--- src/rtl/ps2_keycode_rx.sv ---
// PS/2 set-2 receiver that turns scan codes into a held HID keycode.
// Stop-bit pin edge to keycode update is SYNC_STAGES+3 clk cycles.
// No backpressure: the keyboard owns the pace, and each output is a one-cycle pulse or level.
module ps2_keycode_rx #(
    parameter int SYNC_STAGES    = 2,
    parameter int TIMEOUT_CYCLES = 50000
) (
    input  logic       clk,
    input  logic       reset,
    input  logic       ps2_clk,
    input  logic       ps2_data,
    output logic [7:0] keycode,
    output logic       key_valid,
    output logic [7:0] scan_code,
    output logic       scan_strobe,
    output logic       frame_err
);
    localparam int CW = $clog2(TIMEOUT_CYCLES + 1);
    localparam logic [CW-1:0] CNT_MAX = CW'(TIMEOUT_CYCLES - 1);

    typedef enum logic [1:0] {IDLE, DATA, PARITY, STOP} state_t;

    state_t                 state_q, state_d;
    logic [SYNC_STAGES-1:0] clk_sync_q, data_sync_q;
    logic                   prev_q, fall_q, bit_q;
    logic [2:0]             bitcnt_q, bitcnt_d;
    logic [7:0]             shift_q, shift_d;
    logic                   par_q, par_d;
    logic [CW-1:0]          cnt_q, cnt_d;
    logic [7:0]             scan_q, scan_d;
    logic                   strobe_q, strobe_d;
    logic                   ferr_q, ferr_d;
    logic [7:0]             key_q, key_d;
    logic                   kv_q, kv_d;
    logic                   ext_q, ext_d, brk_q, brk_d;
    logic                   timeout;
    logic [8:0]             hit_code;

    function automatic logic [8:0] lookup(input logic ext, input logic [7:0] b);
        logic [8:0] r;
        r = 9'h000;
        if (!ext) begin
            case (b)
                8'h1C:   r = {1'b1, 8'h04};
                8'h1B:   r = {1'b1, 8'h16};
                8'h23:   r = {1'b1, 8'h07};
                8'h1D:   r = {1'b1, 8'h1A};
                8'h29:   r = {1'b1, 8'h2C};
                default: r = 9'h000;
            endcase
        end else begin
            case (b)
                8'h75:   r = {1'b1, 8'h52};
                8'h72:   r = {1'b1, 8'h51};
                8'h6B:   r = {1'b1, 8'h50};
                8'h74:   r = {1'b1, 8'h4F};
                default: r = 9'h000;
            endcase
        end
        return r;
    endfunction

    // An edge always wins over a coincident timeout.
    assign timeout = (state_q != IDLE) && !fall_q && (cnt_q == CNT_MAX);

    always_comb begin
        state_d  = state_q;
        bitcnt_d = bitcnt_q;
        shift_d  = shift_q;
        par_d    = par_q;
        scan_d   = scan_q;
        strobe_d = 1'b0;
        ferr_d   = 1'b0;
        cnt_d    = cnt_q;
        if (state_q == IDLE || fall_q) begin
            cnt_d = '0;
        end else if (cnt_q != CNT_MAX) begin
            cnt_d = cnt_q + CW'(1);
        end
        if (fall_q) begin
            case (state_q)
                IDLE: begin
                    if (!bit_q) begin
                        state_d  = DATA;
                        bitcnt_d = 3'd0;
                    end
                end
                DATA: begin
                    shift_d  = {bit_q, shift_q[7:1]};
                    bitcnt_d = bitcnt_q + 3'd1;
                    if (bitcnt_q == 3'd7) state_d = PARITY;
                end
                PARITY: begin
                    par_d   = bit_q;
                    state_d = STOP;
                end
                STOP: begin
                    state_d = IDLE;
                    if (bit_q && (^{shift_q, par_q})) begin
                        scan_d   = shift_q;
                        strobe_d = 1'b1;
                    end else begin
                        ferr_d = 1'b1;
                    end
                end
                default: state_d = IDLE;
            endcase
        end else if (timeout) begin
            state_d = IDLE;
            ferr_d  = 1'b1;
        end
    end

    assign hit_code = lookup(ext_q, scan_q);

    // Prefix bytes only set flags; the byte after them is the one looked up.
    always_comb begin
        key_d = key_q;
        kv_d  = 1'b0;
        ext_d = ext_q;
        brk_d = brk_q;
        if (strobe_q) begin
            if (scan_q == 8'hE0) begin
                ext_d = 1'b1;
            end else if (scan_q == 8'hF0) begin
                brk_d = 1'b1;
            end else begin
                ext_d = 1'b0;
                brk_d = 1'b0;
                if (hit_code[8]) begin
                    if (brk_q) begin
                        if (key_q == hit_code[7:0]) key_d = 8'h00;
                    end else if (key_q != hit_code[7:0]) begin
                        key_d = hit_code[7:0];
                        kv_d  = 1'b1;
                    end
                end
            end
        end
    end

    always_ff @(posedge clk or posedge reset) begin
        if (reset) begin
            clk_sync_q  <= '1;
            data_sync_q <= '1;
            prev_q      <= 1'b1;
            fall_q      <= 1'b0;
            bit_q       <= 1'b1;
            state_q     <= IDLE;
            bitcnt_q    <= 3'd0;
            shift_q     <= 8'h00;
            par_q       <= 1'b0;
            cnt_q       <= '0;
            scan_q      <= 8'h00;
            strobe_q    <= 1'b0;
            ferr_q      <= 1'b0;
            key_q       <= 8'h00;
            kv_q        <= 1'b0;
            ext_q       <= 1'b0;
            brk_q       <= 1'b0;
        end else begin
            clk_sync_q  <= {clk_sync_q[SYNC_STAGES-2:0], ps2_clk};
            data_sync_q <= {data_sync_q[SYNC_STAGES-2:0], ps2_data};
            prev_q      <= clk_sync_q[SYNC_STAGES-1];
            fall_q      <= prev_q && !clk_sync_q[SYNC_STAGES-1];
            bit_q       <= data_sync_q[SYNC_STAGES-1];
            state_q     <= state_d;
            bitcnt_q    <= bitcnt_d;
            shift_q     <= shift_d;
            par_q       <= par_d;
            cnt_q       <= cnt_d;
            scan_q      <= scan_d;
            strobe_q    <= strobe_d;
            ferr_q      <= ferr_d;
            key_q       <= key_d;
            kv_q        <= kv_d;
            ext_q       <= ext_d;
            brk_q       <= brk_d;
        end
    end

    assign keycode     = key_q;
    assign key_valid   = kv_q;
    assign scan_code   = scan_q;
    assign scan_strobe = strobe_q;
    assign frame_err   = ferr_q;
endmodule

--- config.mk ---
export PLATFORM = sky130hd
export DESIGN_NAME = ps2_keycode_rx
export DESIGN_NICKNAME = d
export VERILOG_FILES = /design/src/rtl/ps2_keycode_rx.sv
export SDC_FILE = /design/constraint.sdc
export NUM_CORES = 1
export LEC_CHECK = 0
export BUFFER_PORTS_ARGS = -buffer_cell sky130_fd_sc_hd__buf_2
export CAP_MARGIN = 20
export CORE_MARGIN = 1.5
export CORE_UTILIZATION = 30
export DETAILED_ROUTE_END_ITERATION = 8
export PLACE_DENSITY = 0.5
export SYNTH_ARGS = -nofsm -noshare
export SYNTH_HDL_FRONTEND = slang
export SYNTH_SLANG_ARGS = --single-unit
export TNS_END_PERCENT = 1
--- constraint.sdc ---
create_clock -name clk -period 3.4 [get_ports clk]
set_input_delay 0.51 -clock clk [delete_from_list [all_inputs] [get_ports clk]]
set_output_delay 0.51 -clock clk [all_outputs]
set_load 0.02 [all_outputs]
**Yosys cells after proc, flatten, opt, wreduce, memory -nomap -nowiden**

Cells that the tools add are included.
W data, S select, Z words.

- Add/sub/neg operators: 2
- Equality and inequality tests: 24
- Multiplexer cells: 31
- Bitwise operators: 2
- Reduce and logical (&&, ||, !) cells: 22

Operator list:

| cell | count |
|---|---|
| $pmux W9 S5 | 1 |
| $pmux W9 S4 | 1 |
| $eq A8 B7 Y1 const B | 4 |
| $mux W16 | 2 |
| $eq A8 B5 Y1 const B | 3 |
| $mux W8 | 3 |
| $add A16 B1 Y16 const B | 1 |
| $eq A16 B16 Y1 const B | 1 |
| $eq A8 B6 Y1 const B | 2 |
| $eq A8 B8 Y1 const B | 2 |
| $mux W1 | 16 |
| $ne A16 B16 Y1 const B | 1 |
| $reduce_bool A2 Y1 | 5 |
| $mux W9 | 1 |
| $reduce_and A3 Y1 | 3 |
| $reduce_xor A9 Y1 | 1 |
| $eq A8 B8 Y1 | 1 |
| $mux W2 | 4 |
| $ne A8 B8 Y1 | 1 |
| $pmux W2 S4 | 1 |
| $reduce_and A2 Y1 | 4 |
| $ne A3 B3 Y1 const B | 2 |
| $pmux W3 S2 | 1 |
| $reduce_and A6 Y1 | 1 |
| other kinds (12) | 19 |

- Register bits: 58
- Output and inout bits: 19
- Word-level logic and storage cells: 98

**Longest topological paths before layout**

- Depth in word-level cells: 10
- Gate-level depth with buffers: 13
- Mapped depth without buffers: 11

**Least setup slack after synthesis**

OpenSTA, ideal clock, no wires.

- Kind: register to register
- Start point: register scan_q[2] (netlist: scan_code[2])
- End point: register key_q[3] (netlist: keycode[3])
- Arrival: 2.885 ns
- Path slack: 0.419 ns
- Stages on the path, launching flop included: 13
- Path buffers: 2
- Period minus slack after synthesis: 2.981 ns
- Cells stage by stage: dfrtp_1 -> buf_2 -> nor3b_1 -> o2111a_1 -> a21o_1 -> mux2_2 -> a31oi_1 -> or4_1 -> ha_1 -> nor2b_1 -> o21ai_1 -> buf_2 -> o31ai_1

- Word-level cells in the longest chain between the ends: 6
- Elaborated cells between the ends (all ways): 23

RTL lines:

| item | RTL line | RTL |
|---|---|---|
| start: declaration | 30 | `logic [7:0] scan_q, scan_d;` |
| start signal: assignment | 172 | `scan_q <= scan_d;` |
| $eq A8 B6 Y1 (tied with other cells) | 43 | `case (b)` |
| $pmux W9 S5 or $pmux W9 S4 (tied branches) | 43, 52 |  |
| $mux W9 | 42 | `if (!ext) begin` |
| $eq A8 B8 Y1 or $ne A8 B8 Y1 (tied branches) | 132, 133 |  |
| $ne A2 B1 Y1 (no source line) or $reduce_bool A2 Y1 (tied branches) | -- |  |
| $reduce_and A6 Y1 (no source line) | -- |  |
| end signal: assignment | 175 | `key_q <= key_d;` |
| end: declaration | 33 | `logic [7:0] key_q, key_d;` |

Parallel ways exist; a longest one is shown, timed or not. The select of a mux whose other input is x is not followed.
A chain may end at the register's enable or synchronous reset.

**Worst setup path in the final report**

- Start point: register scan_q[7] (netlist: scan_code[7])
- End point: register key_q[5] (netlist: keycode[5])

Same word-level chain as after synthesis.

==> out/metrics.csv <==
metric;value;unit
cts_setup_buffers;0;
tightestPinTransition;0.730;ns
timing.max_slew.rel_slack;0.513;
dr.pass1.iters;4;
clk_latency;0.33;ns
cp.arrival;3.29;ns
p_switching;0.691;mW
synth_common_cells;dfrtp_1, nor2_1, nand2_1;
cp_max_fo;13;
cts_resized;0;
synth_cell_types;53;
grtUsageTotal;0.130;
viasPerCell;4.83;
setup_viol;0;
hold_buffers;0;
synth_top_area_share;0.427;
reg2reg_depth;10;
cap_viol_max_count;0;
seqPwrFrac;0.410;
avgSynthCellArea;10.5;µm²
grt_max_degree;58;
p_clk_frac;0.323;
grt_antenna_before_repair;0;
row_count;36;
cts_tree;done;
fin_skew;0.00553;ns
n_antenna_cell;0;
pwr-share-comb;0.267;
ys.flop_type;dfrtp_1;
die_w;103;µm
cts-root-buf;clkbuf_8;
path_class;flip-flop to flip-flop;
drt_iter0_drc;38;
slew_violations;0;
startpoint_type;flip-flop;
holdPathStages;1;
cts_buffer_depth;2;
io_buffers;21;
routed_wl;6070;µm
place.gp.congestion;0.827;
syn_inst;285;
coreArea;9730;µm²
ant_nets;0;
grt_remaining_overflow;0;
grt_pass1_wl;10400;µm
yosysMostFrequentCell;dfrtp_1;
drive_gt1_frac;0.223;
ios;23;
netlist_top_cells_area;dfrtp_1, dfstp_2, mux2_2, xnor2_1, ha_1;
vias;2178;
ctsHtreeMaxLevel;3;
hp-class;primary input to flip-flop;
ys.warnings.count;0;
ys_ff_latch;57;
drc;0;
synth_nets;297;
end_kind;flip-flop;
final_net_count;325;
cts.sinks;57;
grt_pass1_vias;2134;
reg2reg_slack;0.34;ns
hold_violations;0;
p_per_area;634;nW/µm²
finalCritPeriodShare;0.901;
swShare;0.311;
async_reset_ff_frac;1.00;
timing.rr.end;keycode[5];
clk_pin_slew_worst_paths;0.07;ns
peakVddDrop;202;µV
pre_cts_slack;0.212;ns
cts_made_buffers;9;
areaGrowthSynthToFinish;17.2;%
hold_path.startpoint;ps2_data;
syn_area;2990;µm²
synth_area_leader_cell;dfrtp_1;
die_h;103;µm
start_util;0.307;
status;completed;
critPathRequiredTime;3.63;ns
wire_per_inst;13.5;µm
setup_ws;0.336;ns
yosysSeqAreaShare;0.480;
period_minus_slack;3.06;ns
max_freq;326;MHz
internal-power;1.53;mW
r2r_start;scan_code[7];
setup_tns;0;ns
leakage;1.65;nW
synth_edf_count;0;
dpl.hpwl;4340;µm
die_area;10600;µm²
rsz0062_at_grt;no;
fillers;1017;
hold_end;data_sync_q[0];
## cell families (layout without fill, tap and decap cells)
kind of cell / Yosys count / count (layout) / synth area share
XOR/XNOR: 23 / 23 / 0.0720
adder cells (fa/ha/maj): 8 / 8 / 0.0335
other: 1 / 1 / 0.00126
buffers and inverters: 21 / 54 / 0.0302
AND/OR/NAND/NOR: 108 / 108 / 0.211
multiplexers: 20 / 20 / 0.0750
flip-flops: 57 / 57 / 0.480
AO/OA/AOI/OAI: 47 / 47 / 0.0967
## placed cells by master, fill, tap and decap left out, types with 5 or more instances in the layout
cell type  count
dfrtp_1       51
nor2_1        23
nand2_1       21
buf_2         21
xnor2_1       12
o21ai_0       11
mux2_2        11
clkbuf_8      11
a21oi_1       10
xor2_1        10
nand3_1        9
nand4_1        8
mux2_1         8
ha_1           8
buf_4          8
and3_1         7
inv_1          6
o21ai_1        6
dfstp_2        6
o31ai_1        5
and4_1         5
## layer usage
metal	up-vias	routed length [µm]	GRT usage
met5	-	0	0
met4	0	89	0.0437
met3	10	191	0.0441
met2	27	2900	0.219
met1	1061	2890	0.156
li1	1080	-	-
## registers in the layout (all words and copies together) (netlist names), 2 cells and up
register,cells
cnt_q,16
state_q,2
data_sync_q,2
bitcnt_q,3
shift_q,8
scan_code,8
keycode,7
clk_sync_q,2
## final cells by class
| class | instances | area, µm² | area share |
|---|---|---|---|
| repair buffers | 29 | 165 | 0.0472 |
| well taps | 133 | 166 | 0.0475 |
| clock inverters | 5 | 77.6 | 0.0222 |
| flip-flops and latches | 57 | 1430 | 0.409 |
| multi-input cells | 207 | 1470 | 0.421 |
| inverters | 9 | 33.8 | 0.00965 |
| clock buffers | 11 | 151 | 0.0432 |
## power groups by stage
stage	sequential, mW	clock, mW	combinational [mW]
floorplan	0.902	0	0.471
global placement	0.915	0	0.595
detailed placement	0.920	0	0.599
CTS	0.909	0.744	0.603
global route	0.929	0.777	0.660
finish	0.909	0.717	0.593
## stage by stage
step / area, µm² / cells / hold WS, ns / total power [mW] / utilization
2_1_floorplan: 2990 / 285 / 0.345 / 1.37 / -
3_3_place_gp: 3260 / 435 / 0.348 / 1.51 / 0.335
3_5_place_dp: 3260 / 435 / 0.347 / 1.52 / 0.335
4_1_cts: 3490 / 451 / 0.249 / 2.26 / 0.359
5_1_grt: 3500 / 451 / 0.247 / 2.37 / 0.360
6_report: 3500 / 451 / 0.273 / 2.22 / 0.360
## worst max-delay path by stage
| stage | slack, ns | to | start | cells past startpoint |
|---|---|---|---|---|
| CTS | 0.20 | keycode[5] | scan_code[7] | 10 |
| floorplan | 0.42 | keycode[3] | scan_code[2] | 12 |
| finish | 0.34 | keycode[5] | scan_code[7] | 10 |
| global placement | 0.24 | keycode[1] | scan_code[5] | 10 |
| global route | 0.08 | keycode[4] | scan_code[7] | 10 |
| detailed placement | 0.21 | keycode[5] | scan_code[7] | 10 |
## worst max-delay path, cell delays in order (launching register included)
cell,delay [ns]
dfrtp_1,0.45
nand4bb_2,0.34
nor3_2,0.34
a21o_1,0.19
mux2_2,0.14
a31oi_1,0.07
or4_1,0.52
ha_1,0.28
nor2b_1,0.18
o21ai_2,0.18
o31ai_1,0.27
No activity file was read; power rests on OpenSTA's default activity.
